`config.mk`:
```
export PLATFORM = sky130hd
export DESIGN_NAME = seq_divider
export DESIGN_NICKNAME = d
export VERILOG_FILES = /design/src/rtl/seq_divider_pkg.sv /design/src/rtl/seq_divider_rca.sv /design/src/rtl/seq_divider.sv
export SDC_FILE = /design/constraint.sdc
export NUM_CORES = 1
export LEC_CHECK = 0
export ABC_AREA = 1
export CAP_MARGIN = 20
export CORE_UTILIZATION = 53
export DETAILED_ROUTE_END_ITERATION = 8
export PLACE_DENSITY = 0.88
export REMOVE_ABC_BUFFERS = 1
export SLEW_MARGIN = 20
export SYNTH_ARGS = -nofsm -noshare
export SYNTH_HDL_FRONTEND = slang
export SYNTH_SLANG_ARGS = --single-unit
```
`constraint.sdc`:
```
create_clock -name clk -period 12.75 [get_ports clk]
set_input_delay 1.9125 -clock clk [delete_from_list [all_inputs] [get_ports clk]]
set_output_delay 1.9125 -clock clk [all_outputs]
set_load 0.03 [all_outputs]
```
`src/rtl/seq_divider_pkg.sv`:
```
// Shared constants for the sequential divider: default operand width and
// the controller state encoding.
package seq_divider_pkg;

  localparam int DEFAULT_WIDTH = 32;

  typedef enum logic [1:0] {
    IDLE = 2'd0,
    RUN  = 2'd1,
    FIX  = 2'd2,
    DONE = 2'd3
  } state_t;

endpackage

```
`src/rtl/seq_divider_rca.sv`:
```
// Plain n-bit ripple-carry adder; the divider uses it as A + ~B + 1 for its
// trial subtraction.
module N_Bit_RCA #(
  parameter int n = 4
) (
  input  logic [n-1:0] a,
  input  logic [n-1:0] b,
  input  logic         cin,
  output logic [n-1:0] sum,
  output logic         carry_out
);

  logic [n:0] carry;

  assign carry[0] = cin;

  for (genvar i = 0; i < n; i++) begin : g_bit
    assign sum[i]       = a[i] ^ b[i] ^ carry[i];
    assign carry[i+1]   = (a[i] & b[i]) | (carry[i] & (a[i] ^ b[i]));
  end

  assign carry_out = carry[n];

endmodule

```
`src/rtl/seq_divider.sv`:
```
// Fixed-latency restoring divider, signed or unsigned, one quotient bit per
// cycle, with divide-by-zero and signed-overflow results defined explicitly.
module seq_divider
  import seq_divider_pkg::*;
#(
  parameter int n = DEFAULT_WIDTH
) (
  input  logic         clk,
  input  logic         rst,
  input  logic         start,
  input  logic         is_signed,
  input  logic [n-1:0] dividend,
  input  logic [n-1:0] divisor,
  output logic [n-1:0] quotient,
  output logic [n-1:0] remainder,
  output logic         busy,
  output logic         done
);

  localparam int CW = $clog2(n) + 1;

  state_t        state;
  logic [CW-1:0] count;
  logic          sgn_mode;
  logic          q_neg;
  logic          r_neg;
  logic [n-1:0]  dividend_raw;
  logic [n-1:0]  divisor_raw;
  logic [n-1:0]  divisor_mag;
  logic [n-1:0]  quot_sr;
  logic [n-1:0]  part_rem;
  logic [n:0]    shifted;
  logic [n:0]    diff;
  logic          no_borrow;
  logic          accept;
  logic [n-1:0]  dividend_mag;
  logic [n-1:0]  divisor_abs;
  logic [n-1:0]  fix_q;
  logic [n-1:0]  fix_r;

  // quot_sr starts as the dividend magnitude and is shifted out MSB first
  // while quotient bits are shifted in at the bottom.
  assign shifted = {part_rem, quot_sr[n-1]};

  N_Bit_RCA #(.n(n + 1)) u_trial_sub (
    .a         (shifted),
    .b         (~{1'b0, divisor_mag}),
    .cin       (1'b1),
    .sum       (diff),
    .carry_out (no_borrow)
  );

  // diff[n] is always 0 on a genuine no-borrow; folding it in keeps the
  // accepted remainder provably within n bits.
  assign accept = no_borrow & ~diff[n];

  assign dividend_mag = (is_signed && dividend[n-1]) ? -dividend : dividend;
  assign divisor_abs  = (is_signed && divisor[n-1])  ? -divisor  : divisor;

  // NOTE: every always_comb output gets a default first so no path leaves it
  // unassigned, which would otherwise infer a latch.
  always_comb begin
    fix_q = quot_sr;
    fix_r = part_rem;
    if (divisor_raw == '0) begin
      fix_q = '1;
      fix_r = dividend_raw;
    end else if (sgn_mode && dividend_raw == {1'b1, {(n-1){1'b0}}} &&
                 divisor_raw == '1) begin
      fix_q = dividend_raw;
      fix_r = '0;
    end else begin
      if (q_neg) fix_q = -quot_sr;
      if (r_neg) fix_r = -part_rem;
    end
  end

  // NOTE: all state below uses non-blocking assignments so every register
  // samples pre-edge values and the update order within the block is moot.
  always_ff @(posedge clk) begin
    if (rst) begin
      state        <= IDLE;
      count        <= '0;
      sgn_mode     <= 1'b0;
      q_neg        <= 1'b0;
      r_neg        <= 1'b0;
      dividend_raw <= '0;
      divisor_raw  <= '0;
      divisor_mag  <= '0;
      quot_sr      <= '0;
      part_rem     <= '0;
      quotient     <= '0;
      remainder    <= '0;
      busy         <= 1'b0;
      done         <= 1'b0;
    end else begin
      case (state)
        IDLE: begin
          if (start) begin
            sgn_mode     <= is_signed;
            q_neg        <= is_signed & (dividend[n-1] ^ divisor[n-1]);
            r_neg        <= is_signed & dividend[n-1];
            dividend_raw <= dividend;
            divisor_raw  <= divisor;
            divisor_mag  <= divisor_abs;
            quot_sr      <= dividend_mag;
            part_rem     <= '0;
            count        <= '0;
            busy         <= 1'b1;
            state        <= RUN;
          end
        end
        RUN: begin
          part_rem <= accept ? diff[n-1:0] : shifted[n-1:0];
          quot_sr  <= {quot_sr[n-2:0], accept};
          count    <= count + 1'b1;
          if (count == CW'(n - 1)) state <= FIX;
        end
        FIX: begin
          quotient  <= fix_q;
          remainder <= fix_r;
          done      <= 1'b1;
          state     <= DONE;
        end
        DONE: begin
          done  <= 1'b0;
          busy  <= 1'b0;
          state <= IDLE;
        end
        default: state <= IDLE;
      endcase
    end
  end

endmodule

```
Word-level counts from Yosys, hierarchy flattened. Cells that the tools add are included. Widths: inputs -> output; s select.

Bits in registers: 237. Output and inout bits: 66. Word-level logic and storage cells: 231. Input bits: 68.

Reduce and logical (&&, ||, !) cells: 13. Muxes and demuxes: 21. Bitwise operators: 170. Equal/unequal tests: 8. Add/sub/neg operators: 5.

Operators with widths (count): $mux 32 (11); $neg 32->32 (4); $pmux 32 s2 (2); $and 1x1->1 (68); $xor 1x1->1 (66); $eq 32x32->1 const B (2); $not 32->33 (1); $or 1x1->1 (33); $logic_not 32->1 (1); $pmux 6 s2 (1); $pmux 2 s4 (1); $reduce_and 2->1 (4); $add 6x1->6 const B (1); $eq 6x5->1 const B (1); $mux 6 (1); $reduce_bool 2->1 (3); $eq 2x2->1 const B (2); $logic_and 1x1->1 (4); $mux 2 (2); $ne 2x2->1 const B (2); $pmux 1 s2 (2); $eq 2x1->1 const B (1); $logic_not 2->1 (1); $not 1->1 (2); $mux 1 (1).

Depth between registers and ports, before layout. Gate-level depths: netlist (run 1).

Word-level depth: 70. Gate-level depth with buffers: 44. Depth with buffers taken out: 43.

Hierarchy. Synthesis (run 1) repeated with hierarchy kept, for this count alone.

Cells, all modules: 2141. Area, all modules: 14102.3 um^2.

By module, submodules not included: seq_divider (area each 13404.1 um^2, sequential area each 4724.5 um^2, cells an instance 2098, instances 1); N_Bit_RCA (area each 698.2 um^2, sequential area each 0.0 um^2, cells an instance 43, instances 1).

Least setup slack after synthesis (run 1). Ideal clock, no wire load.

Path kind: register -> register. From: register quot_sr[31]. To: register part_rem[10]. Library setup time: 0.132 ns. Path slack: -0.071 ns. Clock period less this slack: 12.821 ns. Arrival: 12.689 ns. Stages on the path, launching flop included: 44. Data required time: 12.618 ns. Buffers on the path: 1. Path through: dfxtp_1 inv_1 ha_1 inv_1 fa_1 inv_1 fa_1 inv_1 fa_1 fa_1 fa_1 fa_1 fa_1 fa_1 fa_1 fa_1 fa_1 fa_1 (+8 left out) fa_1 fa_1 fa_1 fa_1 fa_1 fa_1 fa_1 fa_1 fa_1 fa_1 inv_1 fa_1 or2_2 nand2_1 buf_2 or2_2 o211ai_1 a21oi_1.

Cells in the longest elaborated chain, start to end: 69. Elaborated cells between the ends (all ways): 73. Classes of those cells: mux (2); bitwise (71).

RTL lines: from (decl) (line seq_divider.sv:30) `logic [n-1:0] quot_sr;`; from (signal assigned) (line seq_divider.sv:106) `quot_sr <= dividend_mag;`; from (signal assigned) (line seq_divider.sv:115) `quot_sr <= {quot_sr[n-2:0], accept};`; $and 1x1->1 or $xor 1x1->1 (tied branches) (line seq_divider_rca.sv:19) `assign carry[i+1] = (a[i] & b[i]) | (carry[i] & (a[i] ^ b[i]));`; $or 1x1->1 * (line seq_divider_rca.sv:19); $and 1x1->1 * (line seq_divider_rca.sv:19); $or 1x1->1 * (line seq_divider_rca.sv:19); $and 1x1->1 * (line seq_divider_rca.sv:19); $or 1x1->1 * (line seq_divider_rca.sv:19); $and 1x1->1 * (line seq_divider_rca.sv:19); $or 1x1->1 * (line seq_divider_rca.sv:19); (+53 left out); $or 1x1->1 (line seq_divider_rca.sv:19); $and 1x1->1 (line seq_divider_rca.sv:19); $or 1x1->1 (line seq_divider_rca.sv:19); $and 1x1->1 or $xor 1x1->1 (tied branches) (line seq_divider_rca.sv:19, seq_divider_rca.sv:18); $or 1x1->1 or $not 1->1 (tied branches) (line seq_divider_rca.sv:19, seq_divider.sv:55); $and 1x1->1 (line seq_divider.sv:55) `assign accept = no_borrow & ~diff[n];`; $mux 32 * (line seq_divider.sv:114) `part_rem <= accept ? diff[n-1:0] : shifted[n-1:0];`; $pmux 32 s2 * (line seq_divider.sv:97) `case (state)`; to (signal assigned) (line seq_divider.sv:114); to (decl) (line seq_divider.sv:31) `logic [n-1:0] part_rem;`.

Mark *: on every way between the ends. The rest lies on a longest branch, timed or not. A chain may end at the register's enable or synchronous reset.

Worst setup path after layout (run 1).
From: register quot_sr[31]. To: register part_rem[14].

Cells in the longest elaborated chain, start to end: 69. Elaborated cells between the ends (all ways): 73. Classes of those cells: mux (2); bitwise (71).

RTL lines (line): $and 1x1->1 or $xor 1x1->1 (tied branches) (seq_divider_rca.sv:19); $or 1x1->1 * (seq_divider_rca.sv:19); $and 1x1->1 * (seq_divider_rca.sv:19); $or 1x1->1 * (seq_divider_rca.sv:19); $and 1x1->1 * (seq_divider_rca.sv:19); $or 1x1->1 * (seq_divider_rca.sv:19); $and 1x1->1 * (seq_divider_rca.sv:19); $or 1x1->1 * (seq_divider_rca.sv:19); (+53 left out); $or 1x1->1 (seq_divider_rca.sv:19); $and 1x1->1 (seq_divider_rca.sv:19); $or 1x1->1 (seq_divider_rca.sv:19); $and 1x1->1 or $xor 1x1->1 (tied branches) (seq_divider_rca.sv:19, seq_divider_rca.sv:18); $or 1x1->1 or $not 1->1 (tied branches) (seq_divider_rca.sv:19, seq_divider.sv:55); $and 1x1->1 (seq_divider.sv:55); $mux 32 * (seq_divider.sv:114); $pmux 32 s2 * (seq_divider.sv:97).

Marks and branches as above.

==> results of run 1 <==
[report_power, final]
group / total [W] / internal, W / switching, W
sequential: 0.00113 / 0.000948 / 0.000178
clock: 0.000896 / 0.000566 / 0.000330
combinational: 0.00235 / 0.000837 / 0.00151
total: 0.00437 / 0.00235 / 0.00202
[synth_stat cells, types with 2 or more instances]
| cell type | n | area, um2 |
|---|---|---|
| a211oi_1 | 21 | 158 |
| a21o_1 | 2 | 15.0 |
| a21oi_1 | 245 | 1230 |
| a221oi_1 | 5 | 43.8 |
| a31oi_1 | 12 | 75.1 |
| buf_1 | 12 | 45.0 |
| buf_2 | 38 | 190 |
| clkbuf_1 | 58 | 218 |
| clkinv_1 | 3 | 11.3 |
| dfxtp_1 | 236 | 4720 |
| fa_1 | 31 | 621 |
| ha_1 | 10 | 125 |
| inv_1 | 219 | 822 |
| inv_2 | 5 | 18.8 |
| nand2_1 | 479 | 1800 |
| nand2_2 | 5 | 31.3 |
| nand3_1 | 162 | 811 |
| nand3_2 | 3 | 30.0 |
| nand3b_1 | 5 | 37.5 |
| nand4_1 | 42 | 263 |
| nor2_1 | 214 | 803 |
| nor2_2 | 11 | 68.8 |
| nor2_4 | 2 | 22.5 |
| nor3_1 | 21 | 105 |
| nor4_1 | 3 | 18.8 |
| o211ai_1 | 47 | 353 |
| o21ai_0 | 164 | 821 |
| o21ai_1 | 2 | 10.0 |
| o21ai_2 | 6 | 52.6 |
| o221ai_1 | 4 | 35.0 |
| or2_0 | 2 | 12.5 |
| or2_2 | 10 | 62.6 |
| xnor2_1 | 5 | 43.8 |
| xor2_1 | 29 | 254 |
[logic make-up after synthesis]
family	synth area share
adders and majority gates	0.0532
AOI/OAI and AO/OA	0.202
and+or+nand+nor	0.291
buffers and inverters	0.0945
xor gates and xnor gates	0.0213
DFF	0.337
[flip-flops by register name (all words and copies together), names as in the netlist]
name and count:
dividend_raw 32, r_neg 1, q_neg 1, divisor_raw 32, sgn_mode 1, divisor_mag 31, busy 1, remainder 32
state 2, done 1, quot_sr 32, quotient 32, count 6, part_rem 32
[final cells by class]
| cell class | count | share of cell area |
|---|---|---|
| Sequential cell | 236 | 0.284 |
| Multi-Input combinational cell | 1549 | 0.485 |
| Tap cell | 335 | 0.0252 |
| Clock buffer | 39 | 0.0494 |
| Clock inverter | 10 | 0.0125 |
| Timing Repair Buffer | 153 | 0.0924 |
| Inverter | 227 | 0.0514 |
[worst reg2reg max path: cells and delay by family (launching register included)]
kind	cells	cell delay (ps)
adder cells (fa/ha/maj)	32	10850
AND/OR/NAND/NOR	2	240
AO/OA/AOI/OAI	2	260
buffers and inverters	6	640
flip-flops	1	310
[repair_timing]
| item | 4_1_cts | 5_1_grt |
|---|---|---|
| resized for setup | 21 | 11 |
| gates cloned | 2 | 0 |
| pin swaps | 2 | 4 |
| endpoints found under the hold margin | 0 | 0 |
| setup endpoints to repair | 33 | 33 |
[how the worst max path moves through the flow]
stage           startpoint      endpoint  slack, ps
6_report       quot_sr[31]  part_rem[14]        310
5_1_grt        quot_sr[31]  part_rem[14]         20
4_1_cts        quot_sr[31]  part_rem[29]         40
3_5_place_dp   quot_sr[31]   part_rem[0]       -790
3_3_place_gp   quot_sr[31]   part_rem[2]       -500
2_1_floorplan  quot_sr[31]   part_rem[0]      -1070
[stage by stage]
| stage | TNS [ps] | cells | util | hold WS, ps | setup WS, ps |
|---|---|---|---|---|---|
| floorplan | -22950 | 2012 | - | 438 | -1070 |
| CTS | 0 | 2549 | 0.639 | 470 | 38.4 |
| finish | 0 | 2549 | 0.640 | 470 | 311 |
| detailed placement | -22590 | 2498 | 0.595 | 461 | -790 |
| global route | 0 | 2549 | 0.640 | 509 | 21.7 |
| global placement | -12670 | 2498 | 0.595 | 456 | -502 |
[layer usage]
metal	vias up	wire, um
li1	7170	-
met1	6983	19300
met2	679	19600
met3	81	4060
met4	0	942
met5	-	0
==> flow_summary.ini, run 1 <==
[sta]
rsz0062_at_grt = no
worst_pin_slew_ps = 1030
drv_slew = 0
finalHoldViolCount = 0
fin_crit_sh = 0.976
max_freq_mhz = 80.4
max_slew_margin = 0.314
period_minus_slack_ps = 12440
setup_viol_count_final = 0
fin_worst_skew_ps = 26.2

[grt]
antenna_found_initial = 0
grt_pass1_wl_um = 70400
grtUsageMet1 = 0.455
grt_pass1_vias = 13700
grt-busiest-layer = met2
track_usage = 0.323
grt_max_degree = 107
use_met3 = 0.0510
overflow = 0
grtUsageMet2 = 0.511

[clock_tree]
insertion_delay_ps = 550
cts_setup_buffers = 0
clk_path_buf_depth = 3
tritoncts = done
cts_inserted_buffers = 27
cts_sinks = 236
cts-root-buf = clkbuf_16
cts_hold_buf = 0
clkSlewWorstSetupHoldPaths_ps = 60
htreeDepth = 1

[yosys]
syn_inst = 2122
async_flop_share = 0
yosysWarnings = 0
synth_edf_count = 0
synth.distinct_cells = 43
synth_area_mm2 = 0.0140
synth-main-ff-cell = dfxtp_1
postSynthAreaPerCell_um2 = 6.60
synth_seq_cells = 236
ys_seq_area_frac = 0.337

[route]
wl_per_cell_um = 17.3
first_iter_violations = 1616
drc_errors = 2
drtAntennaViolNets = 0
drt-total-wl_um = 44000
drt_pass1_iterations = 9
vias_per_cell = 5.85
vias = 14900

[placement]
routabilityCongestion = 0.955
placed_area_mm2 = 0.0155
dp_hpwl_um = 31300
io_buffers = 133

[critical_path]
path_depth = 42
timing.rr.start = quot_sr[31]
setup.worst_path.start_class = register
r2r-end = part_rem[14]
crit_top_cell = fa_2
reg2reg_setup_slack_ps = 310
end_kind = register
cp.required_ps = 13140
path_delay_family = adder cells
worst-path-buf-inv = 6
path_max_fanout = 13
path_class = register to register
slowest_delay_ps = 390
arrival_ps = 12830
r2r_cells = 42
cp_slowest_cell = fa_1

[pwr]
power_w = 0.00437
leakagePower_nw = 6.88
p_per_area_mw_per_mm2 = 263
ir_drop_v = 0.000167

[layout]
layout_common_cells = 476 x nand2_1, 244 x a21oi_1, 236 x dfxtp_1, 215 x inv_1, 212 x nor2_1
drive_gt1_frac = 0.0673
fillCellCount = 2332
syn_to_final_growth_pct = 18.6
final_area_mm2 = 0.0166
num-nets-final = 2303
diodes = 0
seqCellArea_mm2 = 0.00472
final_common_cell = nand2_1
multi_input_area_mm2 = 0.00806

[outcome]
status = finished, violations left
violations = DRC

[floorplanning]
rows = 59
io_pins = 134
start_util = 0.539
die_w_um = 165
die_area_mm2 = 0.0271
die_y_um = 165
core-area_mm2 = 0.0260

[flow_run]
max_cap_viol_count = 0

[min_path]
whs_endpoint = part_rem[31]
hold_start = part_rem[31]
holdPathStages = 2
hp-class = register to register
(Power assumes the default switching activity.)
==> run 2, diff against run 1 <==
--- a/config.mk
+++ b/config.mk
@@ -9,7 +9,7 @@
 export CAP_MARGIN = 20
 export CORE_UTILIZATION = 53
 export DETAILED_ROUTE_END_ITERATION = 8
-export PLACE_DENSITY = 0.88
+export PLACE_DENSITY = 0.74
 export REMOVE_ABC_BUFFERS = 1
 export SLEW_MARGIN = 20
 export SYNTH_ARGS = -nofsm -noshare
==> flow_summary.ini, run 2 (synthesis results as in run 1) <==
[pwr]
clkPwrFrac = 0.182
ir_drop_v = 0.000181
power_w = 0.00421
p_per_area_mw_per_mm2 = 256
pwr-share-comb = 0.551
switching_share = 0.472
internal_power_w = 0.00222
p_seq_frac = 0.267
leakagePower_nw = 6.83
switching_power_w = 0.00199

[placement]
routabilityCongestion = 0.951
dp_hpwl_um = 32400
placed_area_mm2 = 0.0155
io_buffers = 133
pre_cts_slack_ps = -940

[floorplanning]
die_area_mm2 = 0.0271
start_util = 0.539
die_w_um = 165
io_pins = 134
core-area_mm2 = 0.0260
rows = 59
die_y_um = 165

[sta]
max_slew_margin = 0.323
drv_slew = 0
setup_tns_ps = 0
fin_crit_sh = 0.977
finalHoldViolCount = 0
fin_worst_skew_ps = 18.3
max_freq_mhz = 80.3
rsz0062_at_grt = no
period_minus_slack_ps = 12460
worst_pin_slew_ps = 1010
setup_viol_count_final = 0
layout_setup_ws_ps = 292

[flow_run]
max_cap_viol_count = 0

[layout]
drive_gt1_frac = 0.0641
final_area_mm2 = 0.0165
num-nets-final = 2307
postLayoutCoreUtil = 0.634
fillCellCount = 2477
layout_common_cells = 475 x nand2_1, 244 x a21oi_1, 236 x dfxtp_1, 216 x inv_1, 212 x nor2_1
final_common_cell = nand2_1
syn_to_final_growth_pct = 17.5
diodes = 0

[clock_tree]
cts-root-buf = clkbuf_16
clk_path_buf_depth = 3
tritoncts = done
insertion_delay_ps = 540
htreeDepth = 1
clkSlewWorstSetupHoldPaths_ps = 60
cts_setup_buffers = 0
cts_inserted_buffers = 27
cts_sinks = 236

[route]
wl_per_cell_um = 17.4
drt-total-wl_um = 44400
drc_errors = 0
first_iter_violations = 1453
drtAntennaViolNets = 0
vias_per_cell = 5.80
drt_pass1_iterations = 5
vias = 14800

[critical_path]
r2r_cells = 42
cp.required_ps = 13140
timing.rr.start = quot_sr[31]
r2r-end = part_rem[17]
path_max_fanout = 19
crit_top_cell = fa_2
slowest_delay_ps = 400
startpoint = quot_sr[31]
end_kind = register
setup.worst_path.start_class = register
path_class = register to register
cp_slowest_cell = fa_2
reg2reg_setup_slack_ps = 290
arrival_ps = 12850

[min_path]
whs_endpoint = count[4]
holdPathStages = 2
hp-class = register to register
hold_start = count[4]

[grt]
grt_pass1_wl_um = 69500
antenna_found_initial = 0
grt_pass1_vias = 13100
track_usage = 0.326
grt_max_degree = 83
overflow = 0

[outcome]
status = finished clean
[run 2: worst max-delay path by stage]
stage | depth (start not counted) | slack (ps) | end
floorplan | 42 | -1070 | part_rem[0]
global route | 42 | 7 | part_rem[10]
detailed placement | 42 | -940 | part_rem[2]
finish | 42 | 290 | part_rem[17]
global placement | 42 | -570 | part_rem[2]
CTS | 42 | 10 | part_rem[10]
[run 2: worst max-delay path: cells and delay by family, from the launching register on]
kind / cells / cell delay (ps)
adder cells (fa/ha/maj): 32 / 10990
buffers and inverters: 6 / 500
flip-flops: 1 / 310
AO/OA/AOI/OAI: 2 / 290
AND/OR/NAND/NOR: 2 / 240
[run 2: what timing repair did]
action	CTS	global route
pin swaps	2	3
hold buffers	0	0
hold endpoints to repair	0	0
endpoints found under the setup margin	33	33
resized for setup	22	9
cloned	1	0
[run 2: layout make-up]
class / instances / area (um2) / share of cell area
Clock inverter: 6 / 55.1 / 0.00334
Clock buffer: 40 / 805 / 0.0489
Sequential cell: 236 / 4720 / 0.287
Inverter: 227 / 857 / 0.0521
Tap cell: 335 / 419 / 0.0255
Timing Repair Buffer: 157 / 1550 / 0.0941
Multi-Input combinational cell: 1549 / 8050 / 0.489
[run 2: power by group through the flow]
| stage | combinational [W] | clock (W) | sequential, W |
|---|---|---|---|
| finish | 0.00232 | 0.000768 | 0.00112 |
| global route | 0.00257 | 0.000803 | 0.00115 |
| CTS | 0.00227 | 0.000772 | 0.00112 |
| detailed placement | 0.00219 | 0 | 0.00113 |
| global placement | 0.00215 | 0 | 0.00113 |
| floorplan | 0.00136 | 0 | 0.00122 |
[run 2: metrics by stage]
step	instances	hold slack, ps
after CTS	2550	474
after detailed placement	2503	465
final	2550	472
after global routing	2550	497
after global placement	2503	456
after floorplan	2012	438
[run 2: metal layers]
layer | GRT usage | wire, um | vias up
met4 | 0.0684 | 864 | 0
met2 | 0.493 | 19100 | 604
met1 | 0.483 | 20700 | 6966
met5 | 0 | 0 | -
met3 | 0.0547 | 3840 | 53
li1 | - | - | 7166
